`src/rtl/seg7_pkg.sv`:
```
// Shared definitions for the seven-segment display reader: segment
// lookup table, FSM state encoding and datapath widths.
package seg7_pkg;

    localparam int SEG_W     = 7;   // segments a..g, bit0 = a
    localparam int NIB_W     = 4;   // one hex digit
    localparam int TBL_DEPTH = 16;  // hex codes 0..F
    localparam int CNT_W     = 4;   // holds STABLE_CYCLES up to 15

    // Active-high abcdefg patterns, entry h at [h*SEG_W +: SEG_W].
    // Listed from F (MSB) down to 0 (LSB).
    localparam logic [TBL_DEPTH*SEG_W-1:0] SEG_TABLE = {
        7'h71, 7'h79, 7'h5E, 7'h39,   // F E d C
        7'h7C, 7'h77, 7'h6F, 7'h7F,   // b A 9 8
        7'h07, 7'h7D, 7'h6D, 7'h66,   // 7 6 5 4
        7'h4F, 7'h5B, 7'h06, 7'h3F    // 3 2 1 0
    };

    typedef enum logic [1:0] {
        ST_IDLE  = 2'd0,   // no single digit strobed
        ST_TRACK = 2'd1,   // counting identical samples
        ST_HELD  = 2'd2    // captured, waiting for the sample to change
    } state_t;

endpackage

```
`src/rtl/seg7_pattern_decode.sv`:
```
// Maps an active-high segment pattern to its hex nibble; hit is low
// when the pattern is not one of the 16 table entries.
module seg7_pattern_decode
    import seg7_pkg::*;
(
    input  logic [SEG_W-1:0] pattern,
    output logic [NIB_W-1:0] nibble,
    output logic             hit
);

    logic [TBL_DEPTH-1:0] match;

    genvar gi;
    generate
        for (gi = 0; gi < TBL_DEPTH; gi++) begin : g_match
            assign match[gi] = (pattern == SEG_TABLE[gi*SEG_W +: SEG_W]);
        end
    endgenerate

    // Table entries are unique, so at most one match bit is set.
    always_comb begin
        nibble = '0;
        hit    = |match;
        for (int i = 0; i < TBL_DEPTH; i++) begin
            if (match[i]) nibble = NIB_W'(i);
        end
    end

endmodule

```
`src/rtl/seg7_reader.sv`:
```
// Reads a multiplexed seven-segment display: waits for a digit strobe
// with a stable pattern for STABLE_CYCLES samples, then latches the
// decoded nibble for that digit.
// Optional macro SEG7_READER_BLANK_EN: an all-off pattern marks the
// digit blank (invalid, no error) instead of flagging an error.
module seg7_reader
    import seg7_pkg::*;
#(
    parameter int N_DIGITS      = 4,
    parameter int STABLE_CYCLES = 4
) (
    input  logic                        clk,
    input  logic                        reset,
    input  logic [SEG_W-1:0]            seg_n,
    input  logic [N_DIGITS-1:0]         dig_sel_n,
    input  logic                        err_clr,
    output logic [NIB_W*N_DIGITS-1:0]   value,
    output logic [N_DIGITS-1:0]         digit_valid,
    output logic [N_DIGITS-1:0]         err,
    output logic                        update,
    output logic [$clog2(N_DIGITS)-1:0] update_digit
);

    localparam int IDX_W = $clog2(N_DIGITS);
    localparam logic [CNT_W-1:0] STABLE_LAST = CNT_W'(STABLE_CYCLES - 1);

    // Registered inputs and the sample currently being tracked
    logic [SEG_W-1:0]    seg_n_reg;
    logic [N_DIGITS-1:0] dig_sel_n_reg;
    logic [SEG_W-1:0]    trk_seg_n_reg;
    logic [N_DIGITS-1:0] trk_sel_n_reg;

    state_t              state_reg, state_next;
    logic [CNT_W-1:0]    count_reg, count_next;

    logic [NIB_W*N_DIGITS-1:0] value_reg, value_next;
    logic [N_DIGITS-1:0]       valid_reg, valid_next;
    logic [N_DIGITS-1:0]       err_reg, err_next;
    logic                      update_reg;
    logic [IDX_W-1:0]          update_digit_reg;

    logic [SEG_W-1:0]    pattern;
    logic [N_DIGITS-1:0] sel_act;
    logic                is_strobe;
    logic                same_sample;
    logic [IDX_W-1:0]    strobe_idx;
    logic                capture;
    logic                load_trk;
    logic [NIB_W-1:0]    dec_nibble;
    logic                dec_hit;

    assign pattern     = ~seg_n_reg;
    assign sel_act     = ~dig_sel_n_reg;
    assign is_strobe   = $onehot(sel_act);
    assign same_sample = (dig_sel_n_reg == trk_sel_n_reg) &&
                         (seg_n_reg == trk_seg_n_reg);

    // Index of the single active strobe (meaningful only when is_strobe)
    always_comb begin
        strobe_idx = '0;
        for (int i = 0; i < N_DIGITS; i++) begin
            if (sel_act[i]) strobe_idx = IDX_W'(i);
        end
    end

    seg7_pattern_decode u_decode (
        .pattern (pattern),
        .nibble  (dec_nibble),
        .hit     (dec_hit)
    );

    // FSM state register
    always_ff @(posedge clk) begin
        if (reset) state_reg <= ST_IDLE;
        else       state_reg <= state_next;
    end

    // FSM next-state logic
    always_comb begin
        state_next = state_reg;
        case (state_reg)
            ST_IDLE: begin
                if (is_strobe) state_next = ST_TRACK;
            end
            ST_TRACK: begin
                if (!is_strobe)                      state_next = ST_IDLE;
                else if (!same_sample)               state_next = ST_TRACK;
                else if (count_reg == STABLE_LAST)   state_next = ST_HELD;
            end
            ST_HELD: begin
                if (!is_strobe)        state_next = ST_IDLE;
                else if (!same_sample) state_next = ST_TRACK;
            end
            default: state_next = ST_IDLE;
        endcase
    end

    // FSM outputs: sample counter, tracking load and capture strobe
    always_comb begin
        count_next = count_reg;
        load_trk   = 1'b0;
        capture    = 1'b0;
        case (state_reg)
            ST_IDLE: begin
                count_next = is_strobe ? CNT_W'(1) : '0;
                load_trk   = is_strobe;
            end
            ST_TRACK, ST_HELD: begin
                if (!is_strobe) begin
                    count_next = '0;
                end else if (!same_sample) begin
                    count_next = CNT_W'(1);
                    load_trk   = 1'b1;
                end else if (state_reg == ST_TRACK) begin
                    count_next = count_reg + 1'b1;
                    capture    = (count_reg == STABLE_LAST);
                end
            end
            default: count_next = '0;
        endcase
    end

    // Result update on capture; an error set wins over err_clr
    always_comb begin
        value_next = value_reg;
        valid_next = valid_reg;
        err_next   = err_clr ? '0 : err_reg;
        if (capture) begin
            if (dec_hit) begin
                value_next[int'(strobe_idx)*NIB_W +: NIB_W] = dec_nibble;
                valid_next[strobe_idx] = 1'b1;
            end
`ifdef SEG7_READER_BLANK_EN
            else if (pattern == '0) begin
                valid_next[strobe_idx] = 1'b0;
            end
`endif
            else begin
                valid_next[strobe_idx] = 1'b0;
                err_next[strobe_idx]   = 1'b1;
            end
        end
    end

    // Input sampling, tracking registers and result registers
    always_ff @(posedge clk) begin
        if (reset) begin
            seg_n_reg        <= '0;
            dig_sel_n_reg    <= '0;
            trk_seg_n_reg    <= '0;
            trk_sel_n_reg    <= '0;
            count_reg        <= '0;
            value_reg        <= '0;
            valid_reg        <= '0;
            err_reg          <= '0;
            update_reg       <= 1'b0;
            update_digit_reg <= '0;
        end else begin
            seg_n_reg     <= seg_n;
            dig_sel_n_reg <= dig_sel_n;
            if (load_trk) begin
                trk_seg_n_reg <= seg_n_reg;
                trk_sel_n_reg <= dig_sel_n_reg;
            end
            count_reg  <= count_next;
            value_reg  <= value_next;
            valid_reg  <= valid_next;
            err_reg    <= err_next;
            update_reg <= capture;
            if (capture) update_digit_reg <= strobe_idx;
        end
    end

    assign value        = value_reg;
    assign digit_valid  = valid_reg;
    assign err          = err_reg;
    assign update       = update_reg;
    assign update_digit = update_digit_reg;

endmodule

```
`config.mk`:
```
export PLATFORM = sky130hd
export DESIGN_NAME = seg7_reader
export DESIGN_NICKNAME = d
export VERILOG_FILES = /design/src/rtl/seg7_pkg.sv /design/src/rtl/seg7_pattern_decode.sv /design/src/rtl/seg7_reader.sv
export SDC_FILE = /design/constraint.sdc
export NUM_CORES = 1
export LEC_CHECK = 0
export CAP_MARGIN = 20
export CORE_MARGIN = 2
export CORE_UTILIZATION = 49
export DETAILED_ROUTE_END_ITERATION = 10
export HOLD_SLACK_MARGIN = 0.1
export PLACE_DENSITY = 0.76
export SLEW_MARGIN = 20
export SYNTH_ARGS = -nofsm -noshare
export SYNTH_HDL_FRONTEND = slang
export SYNTH_SLANG_ARGS = --single-unit
```
`constraint.sdc`:
```
create_clock -name clk -period 3 [get_ports clk]
set_clock_uncertainty 0.2 [all_clocks]
set_input_delay 0.6 -clock clk [delete_from_list [all_inputs] [get_ports clk]]
set_output_delay 0.6 -clock clk [all_outputs]
set_load 0.01 [all_outputs]
```
==> results.txt <==
The flow ran to the end, but the final reports show violations. The final reports fail on negative setup slack. In the final design database the tool counted approximately 380 nets.

The unique cell type count in the Yosys netlist is 56. The post-synthesis instance area is ~2800 sq um. Yosys printed 0 warnings. In the post-synthesis netlist, the biggest area contributors are sky130_fd_sc_hd__dfxtp_1 40%, sky130_fd_sc_hd__mux2i_1 7.6%, sky130_fd_sc_hd__nor2_1 5.6%, sky130_fd_sc_hd__nor2b_1 4.3%, sky130_fd_sc_hd__xor2_1 4.1%.

STA puts the critical path data arrival time at about 3.1 ns. The number of failing hold endpoints at the final stage came out at 0. Of the synthesized area, sequential elements account for between 30 and 40%. Summed over its instances, the top area cell type makes up 39.9% of the synthesized netlist area. The count of max-cap constraint violations came out at 0. The initial antenna violation count is 0. The non-filler instance count after layout is between 400 and 500. The final setup slack of the worst path is -0.109 ns. Counting flops with an async set or reset pin after synthesis yields a share of 0%. The fmax came out at between 300 and 400 MHz. The number of vias in the routed layout is between 2,000 and 2,500. Entering global routing, the biggest net connects 38 pins. The cell count after synthesis came out at 310.

The fraction of layout instances using a drive strength above 1 came out at between 15 and 20%. The required time of the worst setup path came out at ~3.0 ns. The latest clock arrival within the worst-skew pair is approximately 0.31 ns.

The startpoint identified for the worst hold timing path is value[14]. For hold timing, the worst endpoint is value[14]. Dividing the final minimum period by the clock period gives 104%.

The biggest cell delay along the critical path came out at 0.53 ns. The number of enable-type register cells in the synthesized netlist came out at 0. The area occupied by multi-input gates came out at roughly 1600 sq um. The number of placed instances, taps included is 421.

Leaving out fill and tap cells, the most frequent cells in the layout are 54 x sky130_fd_sc_hd__dfxtp_1, 40 x sky130_fd_sc_hd__clkdlybuf4s50_1, 38 x sky130_fd_sc_hd__nor2_1. The total wirelength of the detailed-routed design came out at approximately 6000 um. The most frequently used flop master after synthesis is sky130_fd_sc_hd__dfxtp_1. The synthesized net count came out at approximately 330. The commonest non-fill, non-tap cell in the layout is sky130_fd_sc_hd__dfxtp_1. The worst reg-to-reg setup slack came out at -0.11 ns. The DRC marker count from the first detailed-route iteration came out at about 130. The clock transition at the registers of the reported paths came out at roughly 0.1 ns. The static leakage is 0.00140 uW. The register with the most flip-flops in the layout has 16 of them. The all-layer global routing usage came out at about a fifth. The final-report setup violation count is 5. Along the worst hold path, the cell count comes to 2. The critical path is of the flop to flop type. The cell row count came out at 27. The worst slew margin relative to its limit came out at between 30% and 40%. Together, buffers and inverters on the worst path number 1.

The die covers between 6000 and 7000 sq um. The maximum buffer depth of the clock tree came out at 2. The total CTS buffers came out at 5. The cell taking the most area after synthesis is sky130_fd_sc_hd__dfxtp_1. In this run the critical register-to-register path is captured at value[6]. In this run the clock root is driven by a sky130_fd_sc_hd__clkbuf_8. The classification of the worst-slack hold path is flop to flop.

On the critical path the largest part of the delay comes from simple AND/OR/NAND/NOR gates. The total area of sequential cells came out at 1100 sq um. Counting the fill cells in the layout gives about 470. The via count of the first global-routing pass is ~2,200. After synthesis the netlist holds a flip-flop and latch count of 55. The final number of max-transition violations was 0.

Setup repair after global routing could not meet its margin everywhere. The design area is ~3500 sq um. In this run the critical register-to-register path is launched from dig_sel_n_reg[0]. The area of the core is around 5500 sq um.

Dividing the detail-routed via count by the number of cells gives around 5.4. After detailed placement, the total cell area comes to 3280 sq um. The total power per unit cell area is roughly 430 nW/um^2. The CTS H-tree depth came out at 2. The slowest cell on the critical path is sky130_fd_sc_hd__fa_1.

The detailed-routing iteration count for the pre-antenna-repair pass is 4. The worst ir drop on vdd came out at about 0.37 mV. The congestion estimate from routability-driven global placement came to roughly 0.86. The count of nets left with antenna violations once routing finished came out at 0. The count of clock tree sinks is 55.

In this run the worst path has a maximum fanout of 4. The die is 79 um wide. In this run the vertical extent of the chip is slightly below 80 um. The post-detailed-placement half-perimeter wirelength came out at 4250 um. The area growth from synthesis to layout is 26.6%. Port buffering added 40 buffers. 0 antenna diodes ended up in the layout. The fraction of the core area covered by cells at the end of the flow is a little under two thirds. The clock tree from TritonCTS is done. The actual transition at the worst max-transition pin came out at approximately 1.0 ns. Traced cell by cell, the critical path runs through fa_1 > inv_1 > ha_2 > ha_4 > or3b_4 > nor3_4 > nand4_4 > or3_4 > nor2_4 > mux2i_1. The number of remaining DRC errors is 0. The post-layout minimum cycle time is approximately 3.1 ns. The total overflow reported by the global router is 0. Dividing the detail-routed wire length by the instance count gives roughly 14 um. The worst-case hold slack is ~0.26 ns. The design draws 1510 uW. STA classifies the critical path startpoint as a flop. The number of cells on the worst reg-to-reg path is 10.

The I/O pin count is just over 40. STA classifies the critical path endpoint as a flop. Dividing the synthesized area by the synthesized cell count gives a little under 9 sq um. The first-pass GRT wire length is approximately 10,000 um. The effective utilization at floorplan came out at between 50% and 60%.
[layer usage]
metal  track usage, %  wire (um)
met2             32.4       2840
met3             3.75        200
met1             27.0       2900
met5                0          0
met4             6.21         94
[timing repair]
action	4_1_cts	5_1_grt
endpoints found under the setup margin	21	24
buffers inserted	1	2
hold buffers	0	0
gates resized for setup	4	11
pin swaps	0	7
[worst min-delay path: stages (launching register included)]
cell                      delay [ns]
sky130_fd_sc_hd__dfxtp_1        0.32
sky130_fd_sc_hd__nand2_1        0.05
sky130_fd_sc_hd__mux2i_1        0.05
[how the worst max path moves through the flow]
| stage | start | to | slack [ns] | depth (start not counted) |
|---|---|---|---|---|
| after floorplan | dig_sel_n_reg[1] | value[6] | 0.01 | 10 |
| after global placement | dig_sel_n_reg[0] | flop | -0.02 | 11 |
| after detailed placement | dig_sel_n_reg[0] | value[5] | -0.1 | 10 |
| after CTS | dig_sel_n_reg[0] | value[5] | -0.02 | 10 |
| after global routing | dig_sel_n_reg[0] | value[6] | -0.22 | 10 |
| final | dig_sel_n_reg[0] | value[6] | -0.11 | 10 |
[power breakdown]
part | switching [uW] | total (uW) | internal (uW)
Combinational | 132 | 237 | 105
Sequential | 28.4 | 777 | 749
Clock | 243 | 492 | 249
Total | 404 | 1510 | 1100
[cell type report]
class | instances | area share [%]
Clock buffer | 5 | 1.97
Clock inverter | 3 | 1.25
Inverter | 7 | 0.753
Multi-Input combinational cell | 227 | 44.9
Sequential cell | 55 | 31.6
Tap cell | 72 | 2.58
Timing Repair Buffer | 63 | 17.0
[through the flow]
step                      TNS, ns  setup WS (ns)
after CTS                 -0.0311        -0.0232
after detailed placement   -0.881        -0.0978
after floorplan                 0         0.0103
after global placement    -0.0197        -0.0159
after global routing        -1.79         -0.216
final                      -0.188         -0.109
[logic make-up (layout without fill, tap and decap cells)]
logic type | after synthesis | count (layout) | share of synthesized area (%)
AO/OA/AOI/OAI | 56 | 56 | 13.2
XOR/XNOR | 13 | 13 | 4.13
multiplexers | 21 | 21 | 7.63
AND/OR/NAND/NOR | 129 | 129 | 26.0
flip-flops | 55 | 55 | 39.9
adder cells (fa/ha/maj) | 8 | 8 | 3.90
buffers and inverters | 28 | 78 | 5.17
[cell usage after synthesis (5+ instances only)]
cell / count
sky130_fd_sc_hd__o21ai_0: 10
sky130_fd_sc_hd__nand2_1: 21
sky130_fd_sc_hd__nor2b_1: 19
sky130_fd_sc_hd__nor2_1: 41
sky130_fd_sc_hd__nor3_1: 7
sky130_fd_sc_hd__nand3_1: 5
sky130_fd_sc_hd__a21oi_1: 13
sky130_fd_sc_hd__nand2b_1: 5
sky130_fd_sc_hd__mux2i_1: 21
sky130_fd_sc_hd__dfxtp_1: 55
sky130_fd_sc_hd__nand4_1: 6
sky130_fd_sc_hd__a211oi_1: 5
sky130_fd_sc_hd__xor2_1: 13
sky130_fd_sc_hd__inv_1: 7
sky130_fd_sc_hd__buf_2: 9
sky130_fd_sc_hd__clkbuf_1: 8
sky130_fd_sc_hd__ha_1: 7
(Power assumes the default switching activity.)
